<file path="config.mk">
export PLATFORM = sky130hd
export DESIGN_NAME = wb_stage
export DESIGN_NICKNAME = d
export VERILOG_FILES = /design/src/rtl/wb_stage_pkg.sv /design/src/rtl/wb_mux2.sv /design/src/rtl/wb_stage.sv
export SDC_FILE = /design/constraint.sdc
export NUM_CORES = 1
export LEC_CHECK = 0
export BUFFER_PORTS_ARGS = -buffer_cell sky130_fd_sc_hd__buf_2
export CORE_UTILIZATION = 34
export DETAILED_ROUTE_END_ITERATION = 12
export PLACE_DENSITY = 0.75
export SETUP_SLACK_MARGIN = 0.4
export SYNTH_ARGS = -nofsm -noshare
export SYNTH_HDL_FRONTEND = slang
export SYNTH_SLANG_ARGS = --single-unit
</file>
<file path="constraint.sdc">
create_clock -name clock -period 0.8 [get_ports clock]
set_clock_uncertainty 0.15 [all_clocks]
set_input_delay 0.04 -clock clock [delete_from_list [all_inputs] [get_ports clock]]
set_output_delay 0.04 -clock clock [all_outputs]
set_load 0.02 [all_outputs]
</file>
<file path="src/rtl/wb_stage_pkg.sv">
// rtl/wb_stage_pkg.sv - shared pipeline widths and constants for the write-back stage
package wb_stage_pkg;

    localparam int DATA_W     = 32;
    localparam int REG_ADDR_W = 5;

    localparam logic [REG_ADDR_W-1:0] REG_ZERO = 5'd0;

endpackage

</file>
<file path="src/rtl/wb_mux2.sv">
// rtl/wb_mux2.sv - parameterised 2:1 mux, sel=1 picks in1
module wb_mux2 #(
    parameter int W = 32
) (
    input  logic         sel,
    input  logic [W-1:0] in0,
    input  logic [W-1:0] in1,
    output logic [W-1:0] out
);

    assign out = sel ? in1 : in0;

endmodule

</file>
<file path="src/rtl/wb_stage.sv">
// rtl/wb_stage.sv - write-back stage: registered register-file write bundle
module wb_stage #(
    parameter int DATA_W     = wb_stage_pkg::DATA_W,
    parameter int REG_ADDR_W = wb_stage_pkg::REG_ADDR_W
) (
    output logic                  MEMWBRegWriteOut,
    output logic [DATA_W-1:0]     MEMWBWriteData,
    output logic [REG_ADDR_W-1:0] MEMWBDstOut,
    input  logic [REG_ADDR_W-1:0] MEMWBDst,
    input  logic [DATA_W-1:0]     MEMWBALUResult,
    input  logic [DATA_W-1:0]     MEMWBReadData,
    input  logic                  MEMWBMemtoReg,
    input  logic                  MEMWBRegWrite,
    input  logic                  clock,
    input  logic                  reset
);

    import wb_stage_pkg::*;

    logic                  reg_write_d, reg_write_q;
    logic [DATA_W-1:0]     write_data_d, write_data_q;
    logic [REG_ADDR_W-1:0] dst_d, dst_q;
    logic [DATA_W-1:0]     mux_out;

    wb_mux2 #(.W(DATA_W)) u_mux (
        .sel (MEMWBMemtoReg),
        .in0 (MEMWBALUResult),
        .in1 (MEMWBReadData),
        .out (mux_out)
    );

    // Data and destination always follow the inputs; only the enable is gated,
    // and a write to $zero is dropped here so the register file never sees it.
    always_comb begin
        write_data_d = mux_out;
        dst_d        = MEMWBDst;
        reg_write_d  = MEMWBRegWrite && (MEMWBDst != REG_ADDR_W'(REG_ZERO));
    end

    always_ff @(posedge clock) begin
        if (reset) begin
            reg_write_q  <= 1'b0;
            write_data_q <= '0;
            dst_q        <= '0;
        end else begin
            reg_write_q  <= reg_write_d;
            write_data_q <= write_data_d;
            dst_q        <= dst_d;
        end
    end

    assign MEMWBRegWriteOut = reg_write_q;
    assign MEMWBWriteData   = write_data_q;
    assign MEMWBDstOut      = dst_q;

endmodule

</file>
==> metrics.txt, run 1 <==
run status finished with violations; violated checks hold timing, setup timing; final hold viol count 38; FP Rows 22; Remaining DRCs 0; clk slew on worst S/H paths about 70 ps; share of cells above drive strength 1 0.723; total die area 0.00421 sq mm; pre-CTS setup slack -103 ps; via count 1263; Final min period 936 ps; htree depth 2; global route overflow 0; starting density of the core 0.362; Least-Margin Pin Slew roughly 150 ps; delay of the slowest critical-path stage around 340 ps; Reg power frac 0.477; Total GRT Usage 0.182; Buffers on Ports 110; crit path capture type output port; routed wire length between 3000 and 4000 microns; Ys Warns 0; initial antenna violation count 0; post-synthesis sequential area ratio 0.566; max layer used met4; Max Slew Vio Count 0; Post-DRT Antenna Nets 0; gpl congestion roughly 0.71; hold_ws -161 ps; metal3 WL roughly 380 microns; kind of critical path flop to output port; post-route met1 wirelength roughly 1500 microns; cell taking the most area after synthesis dfxtp_1; Die X 64.9 microns; slowest CP cell dfxtp_4; Overall Power 4.26 mW; fin util 0.719; placed cell area 0.00209 sq mm; post-synthesis cell count roughly 120; vias per inst between 4 and 5; CP cell instances buf_6; Setup crit start kind flop; final non-filler cell total 290; RSZ-0062 raised after global routing yes; Yosys reg bits 38; number of buffers created by CTS 5; final instance area 0.00267 sq mm; class of the worst hold path primary input to flop; Placed Cells 273; Layout Nets 314; Buf/Inv on CP 1; PwrDens 1600 mW/mm^2; Layout Area Growth over Synthesis 98.7%; Clk pwr share 0.278; first-pass GRT wire length 5530 microns; final setup fails 38; Root Buffer clkbuf_8; switching share of power 0.253; post-synth top area share 0.566; DR WL/cell 12.6 microns; largest net degree at the start of global routing 23; combinational share of power 0.245; VDD IR-drop max 1090 uV; Mapped Nets 192; WP data required 610 ps; Final Cycle Share 1.17; clk buf depth 2; IO Pins 111; post-synthesis instance area approximately 0.0013 sq mm; vias in the first global route roughly 1300; count of cell types in the netlist 10; Cells on Worst Hold Path 3; WL met2 1780 microns; antenna cells 0; max-cap violation count 0; Die Height ~65 microns; Highest Clock Rate 1.07 GHz; Num Clock Sinks 38; sw power 1.08 mW; CP Max Fanout 1; router iterations before antenna repair 2; Core Region 0.00372 sq mm; crit-path leading delay family flip-flops; Worst slew margin 0.898; number of stages on the worst setup path 1; Setup WS post-layout -136 ps; Lkg Pwr 1.31 nW; Internal about 3.2 mW; Avg Cell Area, Syn 11.3 sq um; CTS tree built; CP arrival 750 ps; Initial DRC Count 21; most area-consuming cells after synthesis dfxtp_1, mux2i_1, nor2_1, buf_12, nor2b_1
[what timing repair did]
action                                  in CTS  in global routing
cloned                                       4                  2
endpoints found under the setup margin      71                 75
buffers inserted                             3                  0
pin swaps                                    1                  3
resized for setup                           87                 10
hold endpoints to repair                    38                 38
[power groups by stage]
stage | Sequential, mW | Combinational [mW] | Clock (mW)
floorplan | 2.21 | 0.256 | 0
global route | 2.04 | 1.12 | 1.32
CTS | 2.03 | 0.990 | 1.23
global placement | 2.04 | 0.730 | 0
detailed placement | 2.05 | 0.737 | 0
finish | 2.03 | 1.04 | 1.19
[cells in the final DEF (no fill, tap or decap), types with 2 or more instances in the layout]
master,count
mux2i_1,29
mux2i_4,2
buf_12,6
nor2_1,32
clkbuf_8,5
buf_16,4
buf_2,70
buf_6,41
dfxtp_4,38
nor2b_1,3
nor2b_4,2
[worst paths after layout]
kind                          from                            end
min             MEMWBALUResult[12]  MEMWBWriteData[12]$_SDFF_PP0_
max   MEMWBWriteData[9]$_SDFF_PP0_              MEMWBWriteData[9]
[state kept, by name (all words and copies together) (netlist names)]
name,flops
MEMWBWriteData,32
MEMWBDstOut,5
MEMWBRegWriteOut,1
[metrics by stage]
stage / TNS [ps] / hold slack [ps]
after CTS: -5150 / -168
final: -4780 / -161
after detailed placement: -2470 / 125
after global placement: -2130 / 117
after floorplan: 0 / 9.36
after global routing: -5750 / -163
[tightest hold or removal path, delay by kind of cell]
| family | cells | cell delay [ps] |
|---|---|---|
| buf+inv | 1 | 70 |
| simple gates | 1 | 70 |
| mux | 1 | 50 |
[per-layer routing]
metal  vias to the layer above  track usage
met4                         0       0.0806
li1                        634            -
met3                         4       0.0651
met1                       548        0.195
met2                        77        0.316
met5                         -            0
[area by class of cell]
class                   instances  area, sq um
clock buffers                   6         72.6
clock inverters                 2         8.76
fillers                       277         1050
multi-input cells              73          551
flip-flops and latches         38          903
well taps                      48         60.1
repair buffers                123         1070
[cells in the mapped netlist (all sizes together)]
master  instances
a21oi           1
nor2           33
nor3            1
nor2b           5
nand2b          1
dfxtp          38
buf             8
mux2i          32
[logic make-up after synthesis]
family,Yosys count,synth area share
AND/OR/NAND/NOR,40,0.124
AO/OA/AOI/OAI,1,0.00372
multiplexers,32,0.238
buffers and inverters,8,0.0680
flip-flops,38,0.566
Power figures use the tool's default switching activity.
==> run 2: changes to the inputs <==
Settings changed: CORE_UTILIZATION 34 to 38, GPL_TIMING_DRIVEN set to 0, SYNTH_HIERARCHICAL set to 1.
==> run 2 against run 1 <==
Effect of this change:
- the run still ends with hold timing, setup timing left
- utilization is 3.0 points lower
- total power up 6.1%
- cell area rose by 14%
- sequential power about the same
- first-iteration DRC count up 71%
- non-clock buffer count fell by 3
- worst hold slack got worse by 48 ps
- sequential share of layout area decreased by 4.1 points
- fmax fell by 1.0%
- global-route usage shrank 2.9 points
- synthesized area is 32% higher
- critical path type unchanged
- largest cell class unchanged
==> metrics.txt, run 2 <==
Mapped Nets 192 (unchanged); final non-filler cell total 291 (was 290); largest family of logic cells by synthesized area multiplexers (unchanged); CP arrival 760 ps (was 750 ps); delay of the slowest critical-path stage 350 ps (was 340 ps); Internal 3.39 mW (was 3.18 mW); max-cap violation count 0 (unchanged); number of synthesized flops with an enable pin 0 (unchanged); slowest CP cell dfxtp_4 (unchanged); class of the worst hold path primary input to flop (unchanged); vias in the first global route 1257 (unchanged); most frequent cells in the layout buf_2, buf_6, dfxtp_4, mux2_4, nor2b_4 (was buf_2, buf_6, dfxtp_4, nor2_1, mux2i_1); Primary FF master, synth dfxtp_1 (unchanged); global route overflow 0 (unchanged); vias per inst 4.30 (was 4.36); kind of critical path flop to output port (unchanged); Yosys reg bits 38 (unchanged); Lkg Pwr 1.52 nW (was 1.31 nW); Highest Clock Rate 1.06 GHz (was 1.07 GHz); share of cells above drive strength 1 0.941 (was 0.723); Remaining DRCs 0 (unchanged); number of buffers created by CTS 5 (unchanged); FP Rows 24 (was 22); most common cell after layout, fill and taps aside buf_2 (unchanged); Max Slew Vio Count 0 (unchanged); Reg power frac 0.449 (was 0.477); Cells on Worst Hold Path 2 (was 3); post-route met1 wirelength 1360 microns (was 1450 microns); CP Max Fanout 1 (unchanged); total die area 0.00496 sq mm (was 0.00421 sq mm); final hold viol count 38 (unchanged); Avg Cell Area, Syn 15.0 sq um (was 11.3 sq um); violated checks hold timing, setup timing (unchanged); Setup crit start kind flop (unchanged); CP cell instances buf_6 (unchanged); most area-consuming cells after synthesis dfxtp_1, mux2_4, nor2b_4, buf_12, nor2b_1 (was dfxtp_1, mux2i_1, nor2_1, buf_12, nor2b_1); Layout Area Growth over Synthesis 70.8% (was 98.7%); Buf/Inv on CP 1 (unchanged); antenna cells 0 (unchanged); Worst slew margin 0.897 (was 0.898); sw power 1.13 mW (was 1.08 mW); Core Region 0.00441 sq mm (was 0.00372 sq mm); Ys Warns 6 (was 0); hold_ws -209 ps (was -161 ps); Final Cycle Share 1.18 (was 1.17); post-synth top area share 0.427 (was 0.566); Num Clock Sinks 38 (unchanged); Die Height 70.5 microns (was 64.9 microns); clk buf depth 2 (unchanged); router iterations before antenna repair 4 (was 2); clk slew on worst S/H paths 70 ps (about the same); count leader, synth dfxtp_1 (unchanged); DR WL/cell 12.7 microns (was 12.6 microns); run status finished with violations (unchanged); Clk pwr share 0.271 (was 0.278); max layer used met4 (unchanged); final instance area 0.00304 sq mm (was 0.00267 sq mm); metal3 WL 414 microns (was 378 microns); ys async rst share 0 (unchanged); max FFs per register 32 (unchanged); WL met2 1880 microns (was 1780 microns); PwrDens 1490 mW/mm^2 (was 1600 mW/mm^2); routed wire length 3690 microns (was 3650 microns); Initial DRC Count 36 (was 21); switching share of power 0.251 (was 0.253); via count 1252 (was 1263); adder-cell share of the synthesized area 0 (unchanged); Synth Area in Compound Gates 0.00492 (was 0.00372); WP data required 610 ps (about the same); Buffers on Ports 108 (was 110); initial antenna violation count 0 (unchanged); combinational share of power 0.281 (was 0.245); starting density of the core 0.403 (was 0.362); Root Buffer clkbuf_8 (unchanged); Setup WS post-layout -146 ps (was -136 ps); largest net degree at the start of global routing 12 (was 23); top post-synthesis cells by count dfxtp_1, mux2_4, nor2b_4, nor2b_1 (was dfxtp_1, nor2_1, mux2i_1, nor2b_1, buf_2); crit-path leading delay family flip-flops (unchanged); Simple-Gate Fraction of Synth Area 0.230 (was 0.124); Die X 70.5 microns (was 64.9 microns); cell taking the most area after synthesis dfxtp_1 (unchanged); IO Pins 111 (unchanged); Total GRT Usage 0.153 (was 0.182); VDD IR-drop max 1000 uV (was 1090 uV); hpwl dp 2540 microns; post-synthesis sequential area ratio 0.427 (was 0.566); htree depth 2 (unchanged); number of stages on the worst setup path 1 (unchanged); final setup fails 38 (unchanged); gpl congestion 0.633 (was 0.705); placed cell area 0.00256 sq mm (was 0.00209 sq mm); CTS tree built (unchanged); xor/xnor share of the synthesized area 0 (unchanged); Least-Margin Pin Slew 154 ps (was 149 ps); count of cell types in the netlist 13 (was 10); Placed Cells 279 (was 273); Final min period 946 ps (was 936 ps); Post-DRT Antenna Nets 0 (unchanged); crit path capture type output port (unchanged); Layout Nets 311 (was 314); post-synthesis cell count 119 (unchanged); RSZ-0062 raised after global routing yes (unchanged); post-synthesis instance area 0.00178 sq mm (was 0.00134 sq mm); first-pass GRT wire length 5800 microns (was 5530 microns); proportion of synthesized area in mux cells 0.266 (was 0.238)
-- run 2: path summary, 6_finish.rpt --
| check | startpoint | to |
|---|---|---|
| min | reset | MEMWBWriteData[29]$_SDFF_PP0_ |
| max | MEMWBWriteData[6]$_SDFF_PP0_ | MEMWBWriteData[6] |
-- run 2: power by group through the flow --
stage                     Sequential [mW]  Combinational [mW]  Clock (mW)
final                                2.03                1.27        1.22
after global routing                 2.04                1.34        1.38
after CTS                            2.03                1.25        1.28
after detailed placement             2.04                1.03           0
after global placement               2.04                1.02           0
after floorplan                      2.21               0.527           0
-- run 2: metrics by stage --
step | setup slack, ps | hold WS [ps] | total power, mW | util | setup TNS (ps)
after floorplan | -181 | -3.30 | 2.74 | - | -4780
after global placement | -203 | 77.4 | 3.06 | 0.580 | -5620
after detailed placement | -208 | 81.1 | 3.07 | 0.580 | -5770
after CTS | -154 | -223 | 4.56 | 0.679 | -5530
after global routing | -176 | -223 | 4.76 | 0.689 | -6150
final | -146 | -209 | 4.52 | 0.689 | -5040
-- run 2: final cells by class --
| type | count | area (sq um) |
|---|---|---|
| Clock buffer | 6 | 72.6 |
| Tap cell | 52 | 65.1 |
| Timing Repair Buffer | 112 | 872 |
| Buffer | 8 | 163 |
| Clock inverter | 2 | 8.76 |
| Fill cell | 303 | 1370 |
| Sequential cell | 38 | 903 |
| Multi-Input combinational cell | 73 | 956 |
-- run 2: cells by family after synthesis --
family                 after synthesis
AO/OA/AOI/OAI                        1
buffers and inverters                8
flip-flops                          38
multiplexers                        32
AND/OR/NAND/NOR                     40
-- run 2: timing repair --
action	in CTS	in global routing
hold endpoints to repair	38	38
gates cloned	3	0
buffers inserted	1	0
resized for setup	85	8
endpoints found under the setup margin	70	71
-- run 2: per-layer routing --
layer / vias up / global-route usage
met5: - / 0
met4: 0 / 0.0400
met3: 4 / 0.0779
met2: 75 / 0.262
met1: 549 / 0.163
li1: 624 / -
==> run 3: changes to the inputs <==
Clock period 0.8 ns to 0.84 ns, I/O delays scaled along.
==> run 3 against run 2 <==
Effect of this change:
- the run still ends with hold timing, setup timing left
- worst setup slack better by 38 ps
- total power down 4.9%
- largest cell class unchanged
- sequential cell count did not move
- clock power down 5%
- non-clock buffer count stayed put
- worst hold slack improved by 2.2 ps
- final cell count is the same
==> metrics.txt, run 3 (synthesized netlist as in run 2, its figures left out) <==
VDD IR-drop max 951 uV (was 1000 uV); Num Clock Sinks 38 (unchanged); Setup crit start kind flop (unchanged); final setup fails 38 (unchanged); crit-path leading delay family flip-flops (unchanged); Buffers on Ports 108 (unchanged); run status finished with violations (unchanged); Root Buffer clkbuf_8 (unchanged); most frequent cells in the layout buf_2, buf_6, dfxtp_4, mux2_4, nor2b_4 (unchanged); via count 1254 (was 1252); CP cell instances buf_6 (unchanged); delay of the slowest critical-path stage 350 ps (about the same); Layout Area Growth over Synthesis 70.4% (was 70.8%); Least-Margin Pin Slew 171 ps (was 154 ps); first-pass GRT wire length 5800 microns (unchanged); Max Slew Vio Count 0 (unchanged); number of buffers created by CTS 5 (unchanged); crit path capture type output port (unchanged); final instance area 0.00303 sq mm (was 0.00304 sq mm); most common cell after layout, fill and taps aside buf_2 (unchanged); clk slew on worst S/H paths 70 ps (about the same); share of cells above drive strength 1 0.941 (unchanged); clk buf depth 2 (unchanged); initial antenna violation count 0 (unchanged); Total GRT Usage 0.153 (unchanged); Post-DRT Antenna Nets 0 (unchanged); hpwl dp 2540 microns (unchanged); CTS tree built (unchanged); antenna cells 0 (unchanged); max FFs per register 32 (unchanged); sw power 1.07 mW (was 1.13 mW); combinational share of power 0.280 (was 0.281); Initial DRC Count 37 (was 36); Placed Cells 279 (unchanged); FP Rows 24 (unchanged); max-cap violation count 0 (unchanged); htree depth 2 (unchanged); Internal 3.23 mW (was 3.39 mW); Clk pwr share 0.271 (about the same); hold_ws -207 ps (was -209 ps); kind of critical path flop to output port (unchanged); gpl congestion 0.633 (unchanged); routed wire length 3660 microns (was 3690 microns); Remaining DRCs 0 (unchanged); CP arrival 760 ps (about the same); Post-Route Setup TNS -3590 ps (was -5040 ps); Reg power frac 0.449 (about the same); IO Pins 111 (unchanged); router iterations before antenna repair 4 (unchanged); violated checks hold timing, setup timing (unchanged); global route overflow 0 (unchanged); Buf/Inv on CP 1 (unchanged); slowest CP cell dfxtp_4 (unchanged); Layout Nets 311 (unchanged); class of the worst hold path primary input to flop (unchanged); fill count 303 (unchanged); starting density of the core 0.403 (unchanged); Final min period 948 ps; DR WL/cell 12.6 microns (was 12.7 microns); vias in the first global route 1257 (unchanged); Die Height 70.5 microns (unchanged); Core Region 0.00441 sq mm (unchanged); Die X 70.5 microns (unchanged); WP data required 650 ps (was 610 ps); largest net degree at the start of global routing 12 (unchanged); Highest Clock Rate ~1.1 GHz; final non-filler cell total 291 (unchanged); Final Cycle Share 1.13; Setup WS post-layout -108 ps (was -146 ps); vias per inst 4.31 (was 4.30); PwrDens 1420 mW/mm^2 (was 1490 mW/mm^2); fin util 0.687 (was 0.689); switching share of power 0.250 (was 0.251); final hold viol count 38 (unchanged); Lkg Pwr 1.51 nW (was 1.52 nW); RSZ-0062 raised after global routing yes (unchanged); CP Max Fanout 1 (unchanged); Worst slew margin 0.886 (was 0.897); total die area 0.00496 sq mm (unchanged); Overall Power 4.30 mW (was 4.52 mW); pre-CTS setup slack -170 ps (was -208 ps); placed cell area 0.00256 sq mm (unchanged)
run 3: power by group through the flow:
| stage | clock network [mW] | registers (mW) | logic [mW] |
|---|---|---|---|
| floorplan | 0 | 2.11 | 0.502 |
| global placement | 0 | 1.94 | 0.967 |
| detailed placement | 0 | 1.95 | 0.981 |
| CTS | 1.22 | 1.93 | 1.19 |
| global route | 1.31 | 1.94 | 1.28 |
| finish | 1.16 | 1.93 | 1.20 |
run 3: routing by layer:
metal / vias up / global-route usage / wire length, microns
met4: 0 / 0.0400 / 35
met5: - / 0 / 0
li1: 624 / - / -
met1: 551 / 0.163 / 1360
met3: 4 / 0.0779 / 414
met2: 75 / 0.262 / 1850
run 3: final timing paths:
kind                                          from                            end  slack [ps]  cells after the start
worst min-delay path                         reset  MEMWBWriteData[29]$_SDFF_PP0_        -210                      2
worst max-delay path  MEMWBWriteData[6]$_SDFF_PP0_              MEMWBWriteData[6]        -110                      1
run 3: what timing repair did:
item | CTS | global route
endpoints found under the hold margin | 38 | 38
cloned | 3 | 0
gates resized for setup | 85 | 7
buffers inserted | 1 | 0
setup endpoints to repair | 70 | 70
run 3: final cells by class:
cell class,count,area (sq um),area share
well taps,52,65.1,0.0214
multi-input cells,73,950,0.313
flip-flops and latches,38,903,0.298
plain buffers,8,163,0.0536
clock inverters,2,8.76,0.00289
repair buffers,112,872,0.287
clock buffers,6,72.6,0.0239
